`src/rtl/serial_out_channel.sv`:
```
// ---------------------------------------------------------------------------
// serial_out_channel
//
// Shifts a latched DATA_BIT-wide pattern out on a single wire, LSB first.
// Each bit is held for a programmable number of clocks, chosen per bit
// between a "slow" and a "fast" period by a companion frequency pattern.
// A frame can be sent once (one-shot), looped until aborted (continue), or
// sent a programmed number of times back-to-back (repeat).
//
// Ports
//   clk             system clock, rising edge
//   rst_n           asynchronous reset, active high (name kept from the
//                   existing codebase)
//   data_pattern_i  bit pattern to send
//   freq_pattern_i  per-bit speed select, 1 = fast period, 0 = slow period
//   slow_period_i   clocks per slow bit (0 behaves as 1)
//   fast_period_i   clocks per fast bit (0 behaves as 1)
//   mode_i          00 one-shot, 01 continue, 10 repeat, 11 one-shot
//   repeat_i        number of frames in repeat mode (0 behaves as 1)
//   start_i         single-cycle start pulse, honoured only in IDLE
//   stop_i          single-cycle abort pulse
//   serial_o        serial data out
//   busy_o          high while the block is not IDLE
//   bit_tick_o      pulse on the last clock of every transmitted bit
//   done_tick_o     pulse when a one-shot or repeat run completes normally
//
// Timing: the output stage is one clock behind the sequencing state. The
// edge that accepts start_i moves the FSM to SHIFT, and serial_o shows bit 0
// from the following edge on. bit_tick_o and the final DONE cycle follow
// the same one-clock offset so that all outputs stay mutually aligned.
// ---------------------------------------------------------------------------
module serial_out_channel #(
    parameter int DATA_BIT = 32
) (
    input  logic                clk,
    input  logic                rst_n,
    input  logic [DATA_BIT-1:0] data_pattern_i,
    input  logic [DATA_BIT-1:0] freq_pattern_i,
    input  logic [7:0]          slow_period_i,
    input  logic [7:0]          fast_period_i,
    input  logic [1:0]          mode_i,
    input  logic [7:0]          repeat_i,
    input  logic                start_i,
    input  logic                stop_i,
    output logic                serial_o,
    output logic                busy_o,
    output logic                bit_tick_o,
    output logic                done_tick_o
);

    localparam int IDX_W = (DATA_BIT > 1) ? $clog2(DATA_BIT) : 1;
    localparam logic [IDX_W-1:0] LAST_IDX = IDX_W'(DATA_BIT - 1);

    typedef enum logic [1:0] {
        IDLE  = 2'd0,
        SHIFT = 2'd1,
        DONE  = 2'd2
    } state_t;

    state_t              state_q;

    // Copies of the configuration taken when a run is accepted
    logic [DATA_BIT-1:0] data_q;
    logic [DATA_BIT-1:0] freq_q;
    logic [7:0]          slow_q;
    logic [7:0]          fast_q;
    logic [1:0]          mode_q;
    logic [7:0]          repeat_q;

    // Sequencing counters
    logic [7:0]          cnt_q;
    logic [IDX_W-1:0]    idx_q;
    logic [7:0]          frame_q;

    // Registered outputs
    logic                serial_q;
    logic                busy_q;
    logic                bit_tick_q;
    logic                done_tick_q;

    logic [7:0]          bitPeriod;
    logic [7:0]          repeatCount;
    logic                lastCycle;
    logic                lastBit;
    logic                lastFrame;

    // Period of the bit currently being sent and the end-of-bit / frame
    // conditions derived from it. Zero periods and a zero repeat count are
    // folded to one so a run always makes progress.
    always_comb begin
        bitPeriod = freq_q[idx_q] ? fast_q : slow_q;
        if (bitPeriod == 8'd0) begin
            bitPeriod = 8'd1;
        end
        repeatCount = (repeat_q == 8'd0) ? 8'd1 : repeat_q;
        lastCycle   = (cnt_q == bitPeriod - 8'd1);
        lastBit     = (idx_q == LAST_IDX);
        lastFrame   = (frame_q == repeatCount - 8'd1);
    end

    // Main FSM. Outputs are computed from the current state so they lag the
    // sequencing by one clock; the exception is the abort path, which
    // clears the outputs on the same edge that returns the FSM to IDLE.
    always_ff @(posedge clk or posedge rst_n) begin
        if (rst_n) begin
            state_q     <= IDLE;
            data_q      <= '0;
            freq_q      <= '0;
            slow_q      <= 8'd0;
            fast_q      <= 8'd0;
            mode_q      <= 2'd0;
            repeat_q    <= 8'd0;
            cnt_q       <= 8'd0;
            idx_q       <= '0;
            frame_q     <= 8'd0;
            serial_q    <= 1'b0;
            busy_q      <= 1'b0;
            bit_tick_q  <= 1'b0;
            done_tick_q <= 1'b0;
        end else begin
            bit_tick_q  <= 1'b0;
            done_tick_q <= 1'b0;
            case (state_q)
                IDLE: begin
                    serial_q <= 1'b0;
                    busy_q   <= 1'b0;
                    // A simultaneous stop cancels the start request
                    if (start_i && !stop_i) begin
                        data_q   <= data_pattern_i;
                        freq_q   <= freq_pattern_i;
                        slow_q   <= slow_period_i;
                        fast_q   <= fast_period_i;
                        mode_q   <= mode_i;
                        repeat_q <= repeat_i;
                        cnt_q    <= 8'd0;
                        idx_q    <= '0;
                        frame_q  <= 8'd0;
                        busy_q   <= 1'b1;
                        state_q  <= SHIFT;
                    end
                end

                SHIFT: begin
                    if (stop_i) begin
                        serial_q <= 1'b0;
                        busy_q   <= 1'b0;
                        state_q  <= IDLE;
                    end else begin
                        serial_q   <= data_q[idx_q];
                        bit_tick_q <= lastCycle;
                        busy_q     <= 1'b1;
                        if (!lastCycle) begin
                            cnt_q <= cnt_q + 8'd1;
                        end else begin
                            cnt_q <= 8'd0;
                            if (!lastBit) begin
                                idx_q <= idx_q + IDX_W'(1);
                            end else begin
                                // End of frame: wrap without a gap cycle
                                // unless the run is finished
                                idx_q   <= '0;
                                frame_q <= frame_q + 8'd1;
                                case (mode_q)
                                    2'b01: begin
                                        state_q <= SHIFT;
                                    end
                                    2'b10: begin
                                        if (lastFrame) begin
                                            state_q <= DONE;
                                        end
                                    end
                                    default: begin
                                        state_q <= DONE;
                                    end
                                endcase
                            end
                        end
                    end
                end

                DONE: begin
                    serial_q    <= 1'b0;
                    done_tick_q <= 1'b1;
                    busy_q      <= 1'b0;
                    state_q     <= IDLE;
                end

                default: begin
                    serial_q <= 1'b0;
                    busy_q   <= 1'b0;
                    state_q  <= IDLE;
                end
            endcase
        end
    end

    assign serial_o    = serial_q;
    assign busy_o      = busy_q;
    assign bit_tick_o  = bit_tick_q;
    assign done_tick_o = done_tick_q;

endmodule

```
`config.mk`:
```
export PLATFORM = sky130hd
export DESIGN_NAME = serial_out_channel
export DESIGN_NICKNAME = d
export VERILOG_FILES = /design/src/rtl/serial_out_channel.sv
export SDC_FILE = /design/constraint.sdc
export NUM_CORES = 1
export LEC_CHECK = 0
export CORE_UTILIZATION = 40
export CTS_CLUSTER_DIAMETER = 50
export DETAILED_ROUTE_END_ITERATION = 8
export GPL_ROUTABILITY_DRIVEN = 0
export SLEW_MARGIN = 20
export SYNTH_ARGS = -nofsm -noshare
export SYNTH_HDL_FRONTEND = slang
export SYNTH_SLANG_ARGS = --single-unit
```
`constraint.sdc`:
```
create_clock -name clk -period 11.73 [get_ports clk]
set_input_delay 3.519 -clock clk [delete_from_list [all_inputs] [get_ports clk]]
set_output_delay 3.519 -clock clk [all_outputs]
set_load 0.005 [all_outputs]
```
# Yosys cells after proc, flatten, opt, wreduce, memory -nomap -nowiden
# Index checks and enable logic that the tools add are counted.
[classes]
n_shift = 0
n_mux = 35
addsub = 5
eq_ne = 14
n_bitwise = 0
n_div = 0
reduce_logical = 11
magnitude_cmp = 1
mul = 0
[ops]
columns = ["op", "count"]
rows = [
  ["$mux W8", 9],
  ["$pmux W8 S2", 2],
  ["$mux W5", 4],
  ["$add A8 B1 Y8 const B", 2],
  ["$eq A8 B8 Y1", 2],
  ["$logic_not A8 Y1", 2],
  ["$sub A8 B1 Y8 const B", 2],
  ["$bmux W1 S5", 2],
  ["$mux W2", 5],
  ["$pmux W5 S2", 1],
  ["$mux W1", 9],
  ["$ne A2 B2 Y1 const B", 4],
  ["$pmux W2 S2", 2],
  ["$reduce_and A4 Y1", 2],
  ["$lt A5 B6 Y1 const B", 1],
  ["$ne A3 B3 Y1 const B", 2],
  ["$add A5 B1 Y5 const B", 1],
  ["$eq A5 B5 Y1 const B", 1],
  ["$reduce_and A5 Y1", 1],
  ["$eq A2 B1 Y1 const B", 2],
  ["$eq A2 B2 Y1 const B", 2],
  ["$ne A4 B4 Y1 const B", 1],
  ["$reduce_and A3 Y1", 1],
  ["$logic_not A2 Y1", 1],
  ["other kinds (5)", 5],
]
[totals]
mem_bits_ro = 0
memories = 0
mem_bits_rw = 0
latch_bits = 0
ff_bits = 117
inputBits = 94
output_inout_bits = 4

# Longest topological paths before layout
[logic_depth]
word_depth = 10
depth_mapped = 19
mapped_depth_nobuf = 15

# Worst setup path before layout
# No wires, ideal clock.
[synth_timing]
path_type = "input port to flip-flop"
start = "input stop_i"
end = "register frame_q[7]"
required_time_ns = 11.652
t_arrival_ns = 5.037
stages = 8
slack_ns = 6.614
path_cell_list = "nor2_1 and3_1 clkbuf_1 nor2_1 nor2_1 nand3_1 or4_1 a21oi_1"
[synth_via]
elab_chain_cells = 4
[synth_lines]
columns = ["item", "line", "source"]
rows = [
  ["start: declaration", "44", "input logic stop_i,"],
  ["$logic_not A1 Y1", "128", "if (start_i && !stop_i) begin"],
  ["$logic_and A1 B1 Y1", "128", ""],
  ["$ne A2 B2 Y1 (no source line)", "--", ""],
  ["$reduce_and A5 Y1 (no source line) (*)", "--", ""],
  ["end signal: assignment", "162", "frame_q <= frame_q + 8'd1;"],
  ["end: declaration", "73", "logic [7:0] frame_q;"],
]
# Mark *: on every way between the ends. The rest lies on a longest branch, timed or not.
# A chain may end at the register's enable or synchronous reset.

# Worst setup path in the final report
# Same ends and word-level chain as after synthesis.

==> flow_metrics.py <==
metrics = {
    "logic_synthesis": {
        "syn_area_mm2": 0.00618,
        "netlist_instances": 706,
        "async_reset_ff_share_pct": 100,
        "synth_edf_count": 0,
        "yosysSeqAreaShare_pct": 47.4,
        "ys.flop_type": "dfrtp_1",
        "avgSynthCellArea_um2": 8.75,
        "yosys_warnings": 0,
        "ys_ff_latch": 117,
        "ys_types": 63,
        "syn-num-nets": 806,
    },
    "sta": {
        "fmax_mhz": 177,
        "finalCriticalPeriod_ps": 5650,
        "fin_ws_ps": 6080,
        "clock_skew_ps": 6.56,
        "hold_viol_final": 0,
        "tns_ps": 0,
        "finalSetupViolCount": 0,
        "timing.final.crit_share_pct": 48.2,
        "rsz0062_at_grt": "no",
        "worstMarginPinSlew_ps": 1010,
        "slew_headroom_pct": 32.6,
        "slew_violations": 0,
    },
    "worst_setup_path": {
        "crit_required_ps": 12050,
        "end_kind": "flip-flop",
        "arrival_ps": 5980,
        "cp_max_fo": 13,
        "worstRegToRegCells": 15,
        "path_class": "in -> reg",
        "startpoint_type": "primary input",
    },
    "die": {
        "ios": 98,
        "rows": 45,
        "dieArea_mm2": 0.0159,
        "die_w_um": 126,
        "core_area_mm2": 0.0151,
        "die_h_um": 126,
        "start_util_pct": 40.8,
    },
    "placed_design": {
        "pre_cts_ws_ps": 5240,
        "portBuffers": 97,
        "dp_hpwl_um": 10100,
    },
    "job": {
        "drv_cap": 0,
    },
    "clock_tree": {
        "h-tree-depth": 4,
        "clk_latency_ps": 420,
        "clock-root-buffer": "clkbuf_16",
        "ctsResizeCount": 0,
        "hold_buffers": 0,
        "numClockSinks": 117,
        "cts_tree": "built",
        "clk_pin_slew_worst_paths_ps": 50,
        "post_cts_buffers": 0,
        "clockBufferDepth": 2,
        "cts_buffers": 17,
    },
    "hold_path": {
        "hold_path_depth": 2,
        "hold_path.class": "reg -> reg",
    },
    "routing": {
        "postRouteAntennaNets": 0,
        "via_per_inst": 5.25,
        "drt_wl_total_um": 15000,
        "drt-pass1-iter-count": 5,
        "vias": 5198,
        "drtIter0Drc": 301,
        "drc": 0,
        "routedWlPerCell_um": 15.2,
    },
    "power": {
        "power_switching_uw": 387,
        "seqPwrFrac_pct": 39.1,
        "p_sw_share_pct": 28.8,
        "power_frac_comb_pct": 20.0,
        "irDropWorstVdd_uv": 95.6,
        "p_int_uw": 956,
        "pwr-share-clk_pct": 40.9,
        "powerDensity_mw_per_mm2": 171,
        "p_leak_uw": 0.00359,
    },
    "cells_and_area": {
        "nets": 891,
        "layout_common_cells": "289 x nand2_1, 117 x dfrtp_1, 97 x clkdlybuf4s50_1, 38 x mux2i_1",
        "drive_above_1_share_pct": 6.73,
        "diodes": 0,
        "area_growth_pct": 27.3,
        "final_common_cell": "nand2_1",
        "nFillCells": 1393,
    },
    "grt": {
        "grt_overflow": 0,
        "grt_start_max_net_pins": 99,
        "grt_first_pass_wirelength_um": 25500,
        "grt_pass1_vias": 5302,
        "grtUsageTotal_pct": 20.2,
        "antenna_found_initial": 0,
    },
    "run_status": {
        "status": "completed",
    },
}
synth_stat cells (2+ instances only):
library cell  instances  area (um^2)
a211oi_1              5         37.5
a21oi_1              15         75.1
a22o_1                2         17.5
a22oi_1               4         30.0
a31oi_1              10         62.6
a41oi_1               3         26.3
and2_1                6         37.5
and3_1                5         31.3
buf_1                 3         11.3
buf_12                2         40.0
buf_2                 4         20.0
buf_4                 2         15.0
clkbuf_1             22         82.6
dfrtp_1             117         2930
ha_1                  6         75.1
inv_1                13         48.8
mux2i_1              38          380
mux4_2                4         90.1
nand2_1             289         1080
nand2b_1              4         25.0
nand3_1               8         40.0
nand3_2               4         40.0
nand3b_1              6         45.0
nand4_1               4         25.0
nor2_1               18         67.6
nor2b_1              12         75.1
nor3_1                9         45.0
nor3b_1               2         15.0
nor4_1                3         18.8
o211ai_1              2         15.0
o21a_1                2         15.0
o21ai_0              18         90.1
o21ai_1               2         10.0
o221ai_1              4         35.0
o22ai_1               3         18.8
o31ai_1               3         22.5
or3_1                10         62.6
or4_1                 4         30.0
xnor2_1              10         87.6
xor2_1                5         43.8
kinds of logic (layout without fill, tap and decap cells):
group                    Yosys count  count (layout)  synth area share, %
AO/OA/AOI/OAI                     84              84                 9.28
XOR/XNOR                          16              16                 2.49
adder cells (fa/ha/maj)            6               6                 1.22
multiplexers                      43              43                 7.80
AND/OR/NAND/NOR                  392             392                 28.1
flip-flops                       117             117                 47.4
buffers and inverters             48             144                 3.77
path summary, 6_finish.rpt:
kind	from	slack, ps	to
worst max-delay path	stop_i	6080	frame_q[7]
worst min-delay path	freq_q[23]	470	freq_q[23]
worst max register to register	idx_q[0]	6820	frame_q[7]
worst min register to register	freq_q[23]	470	freq_q[23]
max in group asynchronous	rst_n	6850	fast_q[3]
min in group asynchronous	rst_n	3500	data_q[5]
sequential cells by signal, summed over array words and instances (netlist names):
| name | flops |
|---|---|
| idx_q | 5 |
| done_tick_o | 1 |
| bit_tick_o | 1 |
| state_q | 2 |
| freq_q | 32 |
| fast_q | 8 |
| busy_o | 1 |
| data_q | 32 |
| mode_q | 2 |
| serial_o | 1 |
| repeat_q | 8 |
| slow_q | 8 |
| cnt_q | 8 |
| frame_q | 8 |
critical path: stages:
cell,delay (ps)
clkdlybuf4s50_1,460
nor3_2,630
nor2_1,320
nor2_1,210
nand3_1,150
or4_1,500
a21oi_1,190
routing by layer:
layer,vias up,GRT usage [%],wire (um)
li1,2555,-,-
met1,2486,25.9,7080
met2,140,34.0,7130
met3,17,5.01,638
met4,0,5.67,173
met5,-,0,0
layout make-up:
class                   instances  area, um^2  area share [%]
inverters                      14        55.1           0.700
clock buffers                  18         439            5.58
clock inverters                12         179            2.27
flip-flops and latches        117        2930            37.2
multi-input cells             541        3040            38.6
repair buffers                100         993            12.6
well taps                     188         235            2.99
per-stage QoR:
step	hold WS, ps	utilization [%]	std cells	total power (uW)	cell area [um^2]
floorplan	440	-	706	712	6180
global placement	454	47.8	960	788	7240
detailed placement	462	47.8	960	800	7240
CTS	475	51.9	990	1350	7860
global route	490	51.9	990	1420	7870
finish	473	51.9	990	1340	7870
power groups by stage:
stage / Combinational, uW / Clock, uW / Sequential (uW)
detailed placement: 270 / 0 / 530
global route: 304 / 579 / 534
finish: 269 / 549 / 525
global placement: 261 / 0 / 527
CTS: 271 / 556 / 524
floorplan: 203 / 0 / 509
No activity file was read; power rests on OpenSTA's default activity.
